$ cat src/rtl/shift_add_multiplier.sv
// shift_add_multiplier: sequential unsigned shift-and-add multiplier, one multiplier bit per clock.
// Define MULT_EARLY_TERM_EN to finish as soon as the remaining multiplier bits are all zero.
module shift_add_multiplier #(
  parameter int WIDTH = 4
) (
  input  logic               clk,
  input  logic               rst_n,
  input  logic               start,
  input  logic [WIDTH-1:0]   A,
  input  logic [WIDTH-1:0]   B,
  output logic               busy,
  output logic               done,
  output logic [2*WIDTH-1:0] P
);
  localparam int CW = $clog2(WIDTH) + 1;
  typedef enum logic {IDLE, CALC} state_t;
  state_t             state_q;
  logic [2*WIDTH-1:0] mcand_q, acc_q, acc_d, p_q;
  logic [WIDTH-1:0]   mplier_q, mplier_d;
  logic [CW-1:0]      cnt_q;
  logic               busy_q, done_q, last;
  always_comb begin
    acc_d    = acc_q + (mplier_q[0] ? mcand_q : '0);
    mplier_d = mplier_q >> 1;
`ifdef MULT_EARLY_TERM_EN
    last     = (cnt_q == CW'(WIDTH - 1)) || (mplier_d == '0);
`else
    last     = cnt_q == CW'(WIDTH - 1);
`endif
  end
  always_ff @(posedge clk) begin
    if (!rst_n) begin
      state_q  <= IDLE;
      mcand_q  <= '0;
      mplier_q <= '0;
      acc_q    <= '0;
      cnt_q    <= '0;
      p_q      <= '0;
      busy_q   <= 1'b0;
      done_q   <= 1'b0;
    end else begin
      done_q <= 1'b0;
      case (state_q)
        IDLE: if (start) begin
`ifdef MULT_EARLY_TERM_EN
          if (A == '0 || B == '0) begin
            p_q    <= '0;
            done_q <= 1'b1;
          end else
`endif
          begin
            mcand_q  <= {{WIDTH{1'b0}}, A};
            mplier_q <= B;
            acc_q    <= '0;
            cnt_q    <= '0;
            state_q  <= CALC;
            busy_q   <= 1'b1;
          end
        end
        CALC: begin
          acc_q    <= acc_d;
          mcand_q  <= mcand_q << 1;
          mplier_q <= mplier_d;
          cnt_q    <= cnt_q + CW'(1);
          if (last) begin
            p_q     <= acc_d;
            done_q  <= 1'b1;
            busy_q  <= 1'b0;
            state_q <= IDLE;
          end
        end
        default: state_q <= IDLE;
      endcase
    end
  end
  assign busy = busy_q;
  assign done = done_q;
  assign P    = p_q;
endmodule

$ cat config.mk
export PLATFORM = sky130hd
export DESIGN_NAME = shift_add_multiplier
export DESIGN_NICKNAME = d
export VERILOG_FILES = /design/src/rtl/shift_add_multiplier.sv
export SDC_FILE = /design/constraint.sdc
export NUM_CORES = 1
export LEC_CHECK = 0
export CAP_MARGIN = 20
export CORE_UTILIZATION = 45
export CTS_BUF_LIST = sky130_fd_sc_hd__clkbuf_16
export CTS_CLUSTER_DIAMETER = 30
export DETAILED_ROUTE_END_ITERATION = 10
export MAX_ROUTING_LAYER = met4
export PLACE_DENSITY = 0.67
export RECOVER_POWER = 25
export SLEW_MARGIN = 20
export SYNTH_ARGS = -nofsm -noshare
export SYNTH_HDL_FRONTEND = slang
export SYNTH_SLANG_ARGS = --single-unit
$ cat constraint.sdc
create_clock -name clk -period 5.85 [get_ports clk]
set_input_delay 1.17 -clock clk [delete_from_list [all_inputs] [get_ports clk]]
set_output_delay 1.17 -clock clk [all_outputs]
set_load 0.05 [all_outputs]
# --- After elaboration in Yosys (flattened, before gate mapping) ---
# Cells that the tools add are included.
# Widths: inputs -> output; s select.
word_totals:
  register_bits: 34
  latch_bits: 0
  mem_bits_rw: 0
  romBits: 0
  input_bits: 11
  out_inout_bits: 10
  word_cells: 33
  mem_count: 0
classes:
  n_addsub: 2
  multipliers: 0
  div: 0
  n_lt_le_gt_ge: 0
  n_eq_ne: 3
  n_shift: 0
  mux: 16
  bitwise: 1
  reduce_logical: 3
ops:
  columns: ["op", "count"]
  rows:
  - ["$pmux 8 s2", 2]
  - ["$mux 8", 3]
  - ["$add 8x8->8", 1]
  - ["$pmux 4 s2", 1]
  - ["$pmux 3 s2", 1]
  - ["$reduce_and 2->1", 3]
  - ["$mux 1", 5]
  - ["$mux 4", 1]
  - ["$pmux 1 s2", 2]
  - ["$add 3x1->3 const B", 1]
  - ["$eq 3x2->1 const B", 1]
  - ["$mux 3", 1]
  - ["$ne 2x1->1 const B", 1]
  - ["$ne 2x2->1 const B", 1]
  - ["$not 1->1", 1]

# --- Logic depth before layout (Yosys ltp) ---
# Gate-level depths: netlist of run 1.
logic_depth:
  depth_word: 3
  ltp_mapped: 8
  mapped_depth_nobuf: 8

# --- Worst setup path before layout of run 1 ---
# No wires, ideal clock.
synth_path:
  kind: "reg-to-reg"
  start: "register mplier_q[0]"
  end: "register p_q[6], in the netlist P[6]"
  setup_time_ps: 123
  arrival_time_ps: 1837
  required_time_ps: 5727
  slack_ps: 3889
  path_stages_with_launch: 9
  n_path_buf: 0
  period_less_slack_ps: 1961
  path_cell_list: "dfxtp_1 and2_1 ha_1 fa_1 a211oi_1 o21bai_1 a21oi_1 xor2_1 o21ai_0"
synth_via:
  elab_chain_len: 2
synth_rtl:
  columns: ["item", "line_no", "rtl"]
  rows:
  - ["from (decl)", "19", "logic [WIDTH-1:0] mplier_q, mplier_d;"]
  - ["from (signal assigned)", "63", "mplier_q <= mplier_d;"]
  - ["$mux 8", "23", "acc_d = acc_q + (mplier_q[0] ? mcand_q : '0);"]
  - ["$add 8x8->8", "23", null]
  - ["to (signal assigned)", "38", "p_q <= '0;"]
  - ["to (signal assigned)", "66", "p_q <= acc_d;"]
  - ["to (decl)", "18", "logic [2*WIDTH-1:0] mcand_q, acc_q, acc_d, p_q;"]
# Every way passes these cells.
# A chain may end at the register's enable or synchronous reset.

# --- Worst setup path in the final report of run 1 ---
layout_path:
  start: "input start"
  end: "register acc_q[7]"
layout_via:
  elab_chain_len: 1
layout_rtl:
  columns: ["item", "line_no", "rtl"]
  rows:
  - ["from (decl)", "8", "input logic start,"]
  - ["$ne 2x2->1 (no line)", null, null]
  - ["to (signal assigned)", "36", "acc_q <= '0;"]
  - ["to (signal assigned)", "54", "acc_q <= '0;"]
  - ["to (signal assigned)", "61", "acc_q <= acc_d;"]
  - ["to (decl)", "18", null]
# Every way passes these cells.

==> results of run 1 <==
[critical path, delay by kind of cell]
kind	cells	cell delay [ns]
AO/OA/AOI/OAI	1	0.21
buffers and inverters	1	1.19
AND/OR/NAND/NOR	1	0.31
[layer usage]
layer / GRT usage [%] / vias up
li1: - / 663
met1: 19.0 / 606
met2: 32.5 / 27
met3: 6.16 / 7
met4: 7.85 / 0
met5: - / -
[final timing paths]
kind | endpoint | slack (ns) | depth (start not counted)
worst max-delay path | acc_q[7] | 3.13 | 3
worst min-delay path | P[6] | 0.45 | 2
worst max register to register | P[6] | 3.62 | 8
worst min register to register | P[6] | 0.45 | 2
[placed cells by master (no fill, tap or decap), types with 2 or more instances in the layout]
cell type | synthesis | routed
nor2b_1 | 14 | 14
mux2i_1 | 9 | 9
dfxtp_1 | 34 | 34
o21a_1 | 2 | 2
nor3b_1 | 10 | 10
a21oi_1 | 14 | 14
xnor2_1 | 3 | 3
inv_1 | 2 | 2
nand3_1 | 3 | 3
nor2_1 | 6 | 6
ha_1 | 9 | 9
a22o_1 | 5 | 5
nand2_1 | 12 | 12
o21ai_1 | 4 | 4
o21bai_1 | 2 | 2
clkinv_1 | 0 | 3
xor2_1 | 4 | 4
o21ai_0 | 10 | 10
and2_1 | 13 | 13
clkdlybuf4s50_1 | 0 | 17
dlygate4sd3_1 | 0 | 3
clkbuf_16 | 0 | 5
[power groups by stage]
stage	registers [W]	logic [W]	clock network, W
after floorplan	0.000247	0.0000246	0
after global placement	0.000245	0.0000366	0
after detailed placement	0.000246	0.0000378	0
after CTS	0.000241	0.0000379	0.000250
after global routing	0.000241	0.0000407	0.000264
final	0.000241	0.0000372	0.000244
[flip-flops by register name, indices dropped and copies added (netlist names)]
register / count
cnt_q: 3
P: 8
state_q: 1
done: 1
mplier_q: 4
acc_q: 8
mcand_q: 8
busy: 1
[kinds of logic after synthesis]
family | synth area share [%]
and+or+nand+nor | 22.0
AOI/OAI and AO/OA | 17.1
buffers and inverters | 3.43
adders and majority gates | 7.90
DFF | 40.6
muxes | 5.37
xor gates and xnor gates | 3.65
[layout make-up]
| cell class | count | area, µm² |
|---|---|---|
| clock inverters | 3 | 11.3 |
| well taps | 46 | 57.6 |
| multi-input cells | 134 | 940 |
| repair buffers | 21 | 208 |
| fillers | 325 | 1410 |
| flip-flops and latches | 34 | 681 |
| inverters | 2 | 7.51 |
| clock buffers | 5 | 125 |
[metrics by stage]
step	cell area (µm²)	hold slack, ns	util, %	cells	setup slack (ns)
2_1_floorplan	1680	0.445	-	179	3.89
3_3_place_gp	1890	0.434	55.0	237	2.92
5_1_grt	2030	0.478	59.0	245	3.01
3_5_place_dp	1890	0.448	55.0	237	2.89
6_report	2030	0.452	59.0	245	3.13
4_1_cts	2030	0.460	59.0	245	3.19
==> results.md, run 1 <==
- Cts repair resizes: 0
- CTS Hold Bufs: 0
- I/O Pins: 21
- Top-count cell post-synth: dfxtp_1
- Yosys cell types: 38
- # DRC: 0
- Worst Max-Slew Pin Slew: 0.987 ns
- Routed wl met3: 124 µm
- First-pass GRT wire length: 5450 µm
- Slew headroom: 34.0%
- Post-Syn Area: 1680 µm²
- Register area share after synthesis: 40.6%
- Critical path launch point type: input port
- Hold Crit Class: reg2reg
- P&R area growth vs syn: 21.0%
- Vias in the first global route: 1224
- Seq pwr share: 46.1%
- Largest cells by area after synthesis: dfxtp_1 41%, ha_1 6.7%, mux2i_1 5.4%
- Synth top cells by count: 34 x dfxtp_1, 14 x a21oi_1, 14 x nor2b_1
- Gate power share: 7.1%
- Peak VDD IR: 0.165 mV
- Hold Path Origin: P[6]
- Cells after Synth: 179
- Max_cap viols: 0
- Syn avg cell area: 9.37 µm²
- Routed vias: 1303
- Routed len/inst: 13.1 µm
- Sw Ratio: 22.0%
- Max frequency: 368 MHz
- Final ANT Viol Nets: 0
- Length of the first detailed-routing pass in iterations: 4
- Crit path capture type: flop
- Tcrit/Tclk final: 46.5%
- Initial Utilization: 48.7%
- CTS root buffer: clkbuf_16
- CP Max Fanout: 22
- Clock Path Buffers: 2
- RR Startpoint: mplier_q[0]
- RSZ-0062 raised after global routing: false
- H-tree Lvls: 2
- Die Wd: 63.1 µm
- Syn_nets: 200
- Endpoints failing hold: 0
- Pwr dens: 257 nW/µm²
- Vias per cell: 5.32
- Async SR Flop Fraction: 0%
- # setup viols final: 0
- WL met1: 1410 µm
- Post-synth EDFFs: 0
- Power Internal: 0.000407 W
- Lkg Pwr: 0.806 nW
- Clock power share: 46.7%
- Largest net degree at the start of global routing: 43
- Die ar.: 3980 µm²
- Clk slew on worst S/H paths: 0.05 ns
- # diodes: 0
- Min Tclk post-route: 2.72 ns
- Fin. max-slew vios: 0
- Total GRT Usage: 18.7%
- TNS Setup: 0 ns
- Yosys top cell by area: dfxtp_1
- Flops & latches, synth: 34
- Crit path cell chain: dlygate4sd3_1 > and4bb_2 > a211o_1
- Placeable Area: 3440 µm²
- DP HPWL: 2280 µm
- Met2 WL: 1620 µm
- Row cnt: 21
- CP startpoint: start
- WS Path Type: in2reg
- CP max stage cell: dlygate4sd3_1
- CTS sink cnt: 34
- Status: finished, final reports clean
- Fin nets: 219
- Port bufs: 20
- Pwr Total: 0.000522 W
- Clk Latency, worst-skew pair: 0.28 ns
- Synth warnings: 0
- Layout cells sized above 1: 6.53%
- Psw: 0.000115 W
- Slowest Stage Delay on Critical Path: 1.19 ns
- Main synth FF type: dfxtp_1
- Skew final: 0.00394 ns
- Top cell type's share of synthesized area: 40.6%
- Post-CTS Setup Bufs: 0
- Final RePlAce weighted congestion: 0.809
- Total grt overflow: 0
- DRT Wirelength: 3220 µm
- Req. time, crit path: 6.02 ns
- Max Used Layer: met4
- CTS tree: built
- Initial antenna violation count: 0
- Starting DRT DRC Count: 48
- Die Span Y: 63.1 µm
- Cts bufs inserted: 5
- WP data arrival: 2.88 ns
(Power assumes the default switching activity.)
==> inputs of run 2 (changes only) <==
--- a/config.mk
+++ b/config.mk
@@ -11,7 +11,7 @@
 export CTS_CLUSTER_DIAMETER = 30
 export DETAILED_ROUTE_END_ITERATION = 10
 export MAX_ROUTING_LAYER = met4
-export PLACE_DENSITY = 0.67
+export PLACE_DENSITY = 0.69
 export RECOVER_POWER = 25
 export SLEW_MARGIN = 20
 export SYNTH_ARGS = -nofsm -noshare
==> constraint.sdc (replaced) <==
create_clock -name clk -period 2.3 [get_ports clk]
set_input_delay 0.46 -clock clk [delete_from_list [all_inputs] [get_ports clk]]
set_output_delay 0.46 -clock clk [all_outputs]
set_load 0.05 [all_outputs]
==> run 2 against run 1 <==
Compared with the run above: clock skew barely moved; die area did not move; combinational power rose to 2.5 times the previous value; global-route usage fell by 0.26 points.
==> results.md, run 2 (synthesized netlist as in run 1, its figures left out) <==
- Grt met3 use: 4.89%
- I/O Pins: 21
- Worst Reg2Reg Path Length in Cells: 8
- Hold_ws: 0.442 ns
- Peak VDD IR: 0.490 mV
- CTS tree: built
- Final RePlAce weighted congestion: 0.850
- DRT Wirelength: 3160 µm
- Tcrit/Tclk final: 93.4%
- RR Endpoint: P[6]
- Skew final: 0.00374 ns
- P&R area growth vs syn: 22.7%
- Endpoints failing hold: 0
- Crit path capture type: flop
- Hold Path Origin: P[7]
- Max_cap viols: 0
- First-pass GRT wire length: 5570 µm
- Vias in the first global route: 1298
- Multi-input gate area: 945 µm²
- Filler cells: 299
- Vias per cell: 5.30
- Largest net degree at the start of global routing: 27
- Final ANT Viol Nets: 0
- # DRC: 0
- Area post-placement: 1920 µm²
- Row cnt: 21
- Global-route met2 utilization: 31.0%
- Initial antenna violation count: 0
- Req. time, crit path: 2.45 ns
- Die Wd: 63.1 µm
- Slowest Stage Delay on Critical Path: 0.45 ns
- CP Max Fanout: 9
- Seq. cell area: 681 µm²
- Port bufs: 20
- RSZ-0062 raised after global routing: false
- Length of the first detailed-routing pass in iterations: 4
- Clock Path Buffers: 2
- H-tree Lvls: 2
- Clk Latency, worst-skew pair: 0.27 ns
- Initial Utilization: 48.7%
- Critical path launch point type: flop
- Clk slew on worst S/H paths: 0.05 ns
- DP HPWL: 2370 µm
- Crit path cell chain: and2_1 > ha_1 > fa_1 > a211oi_2 > o21bai_1 > a21oi_1 > xor2_1 > o21ai_0
- Total GRT Usage: 18.4%
- Total grt overflow: 0
- Worst setup path end: P[6]
- Routing usage on met1: 20.1%
- Min Tclk post-route: 2.15 ns
- RR Startpoint: mplier_q[0]
- Pwr Total: 0.00132 W
- Pwr dens: 641 nW/µm²
- Commonest non-fill, non-tap cells in the layout: 34 x dfxtp_1, 18 x clkdlybuf4s50_1, 14 x a21oi_1, 14 x nor2b_1, 13 x and2_1
- Starting DRT DRC Count: 62
- Worst Max-Slew Pin Slew: 0.605 ns
- Lkg Pwr: 0.822 nW
- Routed len/inst: 12.9 µm
- Die Span Y: 63.1 µm
- Max frequency: 466 MHz
- Hold Crit Class: reg2reg
- WS Path Type: reg2reg
- Placeable Area: 3440 µm²
- Setup slack, reg-to-reg: 0.15 ns
- CP startpoint: mplier_q[0]
- WP data arrival: 2.30 ns
- Commonest non-fill, non-tap cell in the layout: dfxtp_1
- CP max stage cell: fa_1
- Routed vias: 1305
- Status: finished, final reports clean
- Post-layout util: 59.8%
- GRT Max-Usage Layer: met2
- # diodes: 0
- Crit path depth: 8
- CTS sink cnt: 34
- Die ar.: 3980 µm²
- CTS root buffer: clkbuf_16
- # setup viols final: 0
- Fin nets: 221
- WP buf/inv: 0
- Slew headroom: 59.6%
- Post-route cell area: 2060 µm²
- CP delay by family, top: adder cells
- Cts bufs inserted: 5
- Layout cells sized above 1: 8.00%
- TNS Setup: 0 ns
- Fin. max-slew vios: 0
## run 2: cell count changes in the layout (fill, tap and decap cells not counted)
cell             change
a211oi_2             +1
inv_1                +2
buf_12               +1
buf_4                +1
clkinv_1             -3
a211oi_1             -1
clkdlybuf4s50_1      +1
dlygate4sd3_1        -1
## run 2: report_power, final
part | internal [W] | leakage (nW) | switching (W)
logic | 0.0000476 | 0.474 | 0.0000467
registers | 0.000604 | 0.276 | 0.0000147
clock network | 0.000386 | 0.0723 | 0.000220
## run 2: how the worst min path moves through the flow
stage,end,cells past startpoint
detailed placement,P[7],2
global route,P[5],2
floorplan,acc_q[5],2
CTS,P[7],2
finish,P[7],2
global placement,P[7],2
## run 2: final cells by class
cell class              instances  area share [%]
multi-input cells             134            45.9
flip-flops and latches         34            33.1
repair buffers                 23            11.4
clock buffers                   5            6.08
well taps                      46            2.80
clock inverters                 2           0.365
inverters                       2           0.365
## run 2: routing by layer
metal  vias up  share of wire [%]
met5         -                  0
met4         0                2.3
met3        11                4.0
met2        27                 48
met1       603                 46
li1        664                  -
## run 2: metrics by stage
step / setup WS, ns / cells
final: 0.152 / 246
after CTS: 0.138 / 246
after global placement: 0.220 / 239
after global routing: 0.00451 / 246
after detailed placement: 0.143 / 239
after floorplan: 0.339 / 179
## run 2: tightest hold or removal path, delay by kind of cell, from the launching register on
family,cells,cell delay (ns)
DFF,1,0.30
AOI/OAI and AO/OA,1,0.05
and+or+nand+nor,1,0.05
## run 2: timing repair
| item | in CTS | in global routing |
|---|---|---|
| buffers inserted | 0 | 0 |
| gates resized for setup | 0 | 1 |
| hold buffers | 0 | 0 |
| setup endpoints to repair | 0 | 2 |
==> inputs of run 3 (changes only) <==
==> constraint.sdc (replaced) <==
create_clock -name clk -period 2.3 [get_ports clk]
set_input_delay 0.345 -clock clk [delete_from_list [all_inputs] [get_ports clk]]
set_output_delay 0.345 -clock clk [all_outputs]
set_load 0.05 [all_outputs]
==> run 3 against run 2 <==
Compared with the run above: first-iteration DRC count down 29%; setup slack better by 0.043 ns; clock power is 2% higher; critical path type unchanged; critical path depth did not move; flip-flop and latch count unchanged; via count shrank 0.23%; final cell count grew 0.41%; sequential power about the same; global-route usage grew 0.76 points.
==> results.md, run 3 (synthesized netlist as in run 1, its figures left out) <==
- Min-Delay Endpoint: P[7]
- Placeable Area: 3440 µm²
- Clk Latency, worst-skew pair: 0.28 ns
- Starting DRT DRC Count: 44
- CP max stage cell: fa_2
- Commonest non-fill, non-tap cell in the layout: dfxtp_1
- Hold depth: 2
- Length of the first detailed-routing pass in iterations: 4
- Hold Crit Class: reg2reg
- Max_cap viols: 0
- P&R area growth vs syn: 22.6%
- # DRC: 0
- Commonest non-fill, non-tap cells in the layout: 34 x dfxtp_1, 19 x clkdlybuf4s50_1, 14 x a21oi_1, 14 x nor2b_1, 13 x and2_1
- Port bufs: 20
- Critical path launch point type: flop
- Total grt overflow: 0
- CP Max Fanout: 9
- Routed len/inst: 13.2 µm
- Min Tclk post-route: 2.10 ns
- Die Wd: 63.1 µm
- Lkg Pwr: 0.810 nW
- DRT Wirelength: 3260 µm
- Pwr dens: 647 nW/µm²
- Vias per cell: 5.27
- RR Startpoint: mplier_q[0]
- WP data arrival: 2.27 ns
- Setup slack, reg-to-reg: 0.20 ns
- Status: finished, final reports clean
- Worst Reg2Reg Path Length in Cells: 8
- CTS root buffer: clkbuf_16
- # setup viols final: 0
- Final RePlAce weighted congestion: 0.813
- Slew headroom: 40.1%
- Setup ws final: 0.195 ns
- Row cnt: 21
- # diodes: 0
- CP delay by family, top: compound AO/OA/AOI/OAI gates
- First-pass GRT wire length: 5780 µm
- CTS sink cnt: 34
- DP HPWL: 2400 µm
- Peak VDD IR: 0.447 mV
- I/O Pins: 21
- Pwr Total: 0.00133 W
- H-tree Lvls: 2
- Cts bufs inserted: 5
- Crit path cell chain: and2_1 > ha_1 > fa_2 > a211oi_2 > o21bai_1 > a21oi_1 > xor2_1 > o21ai_0
- Layout cells sized above 1: 7.46%
- Total GRT Usage: 19.2%
- Slowest Stage Delay on Critical Path: 0.39 ns
- CTS tree: built
- Initial Utilization: 48.7%
- Vias in the first global route: 1268
- DP Worst Slack: 0.0892 ns
- Initial antenna violation count: 0
- Clock Path Buffers: 2
- WS Path Type: reg2reg
- Cts repair resizes: 0
- Tcrit/Tclk final: 91.5%
- Final ANT Viol Nets: 0
- Fin nets: 221
- Largest net degree at the start of global routing: 27
- Req. time, crit path: 2.46 ns
- Area post-placement: 1920 µm²
- Worst Max-Slew Pin Slew: 0.898 ns
- Endpoints failing hold: 0
- Post-CTS Setup Bufs: 0
- Hold Path Origin: P[7]
- Die ar.: 3980 µm²
- Fin. max-slew vios: 0
- Routed vias: 1302
- Skew final: 0.00320 ns
- Max frequency: 475 MHz
- Post-route cell area: 2060 µm²
- Die Span Y: 63.1 µm
- RR Endpoint: P[6]
- Crit path capture type: flop
- WP buf/inv: 0
- Clk slew on worst S/H paths: 0.05 ns
- CTS Hold Bufs: 0
[run 3: power by group]
part           leakage, nW  internal, W  switching (W)
Clock               0.0663     0.000389       0.000230
Combinational        0.468    0.0000466      0.0000471
Sequential           0.276     0.000604      0.0000152
Total                0.810      0.00104       0.000293
[run 3: layout make-up]
class                      count  area (µm²)
tap                           46        57.6
multi-input combinational    134         943
inverter                       2        7.51
timing repair buffer          23         231
clock buffer                   5         125
sequential                    34         681
fill                         294        1390
clock inverter                 3        11.3
[run 3: per-layer routing]
metal,track usage (%),part of all wire (%),vias to the layer above
met3,3.80,3.6,8
met4,8.72,1.8,0
met1,22.7,46,599
met5,-,0,-
met2,31.2,49,30
li1,-,-,665
[run 3: how the worst max path moves through the flow]
stage / from / endpoint / cells past startpoint / slack, ns
after global placement: mplier_q[0] / P[6] / 8 / 0.22
after floorplan: mplier_q[0] / P[6] / 8 / 0.34
after global routing: mplier_q[0] / P[6] / 8 / -0.003
after detailed placement: mplier_q[0] / P[6] / 8 / 0.09
final: mplier_q[0] / P[6] / 8 / 0.20
after CTS: mplier_q[0] / P[6] / 8 / 0.05
[run 3: stage by stage]
stage	setup TNS (ns)	hold WS, ns	instances	util [%]
2_1_floorplan	0	0.445	179	-
5_1_grt	-0.00306	0.470	247	59.8
4_1_cts	0	0.447	247	59.8
3_5_place_dp	0	0.440	239	55.8
6_report	0	0.442	247	59.8
3_3_place_gp	0	0.434	239	55.8
[run 3: tightest hold or removal path: stages, from the launching register on]
cell     delay [ns]
dfxtp_1        0.30
nand2_1        0.05
o21ai_1        0.05
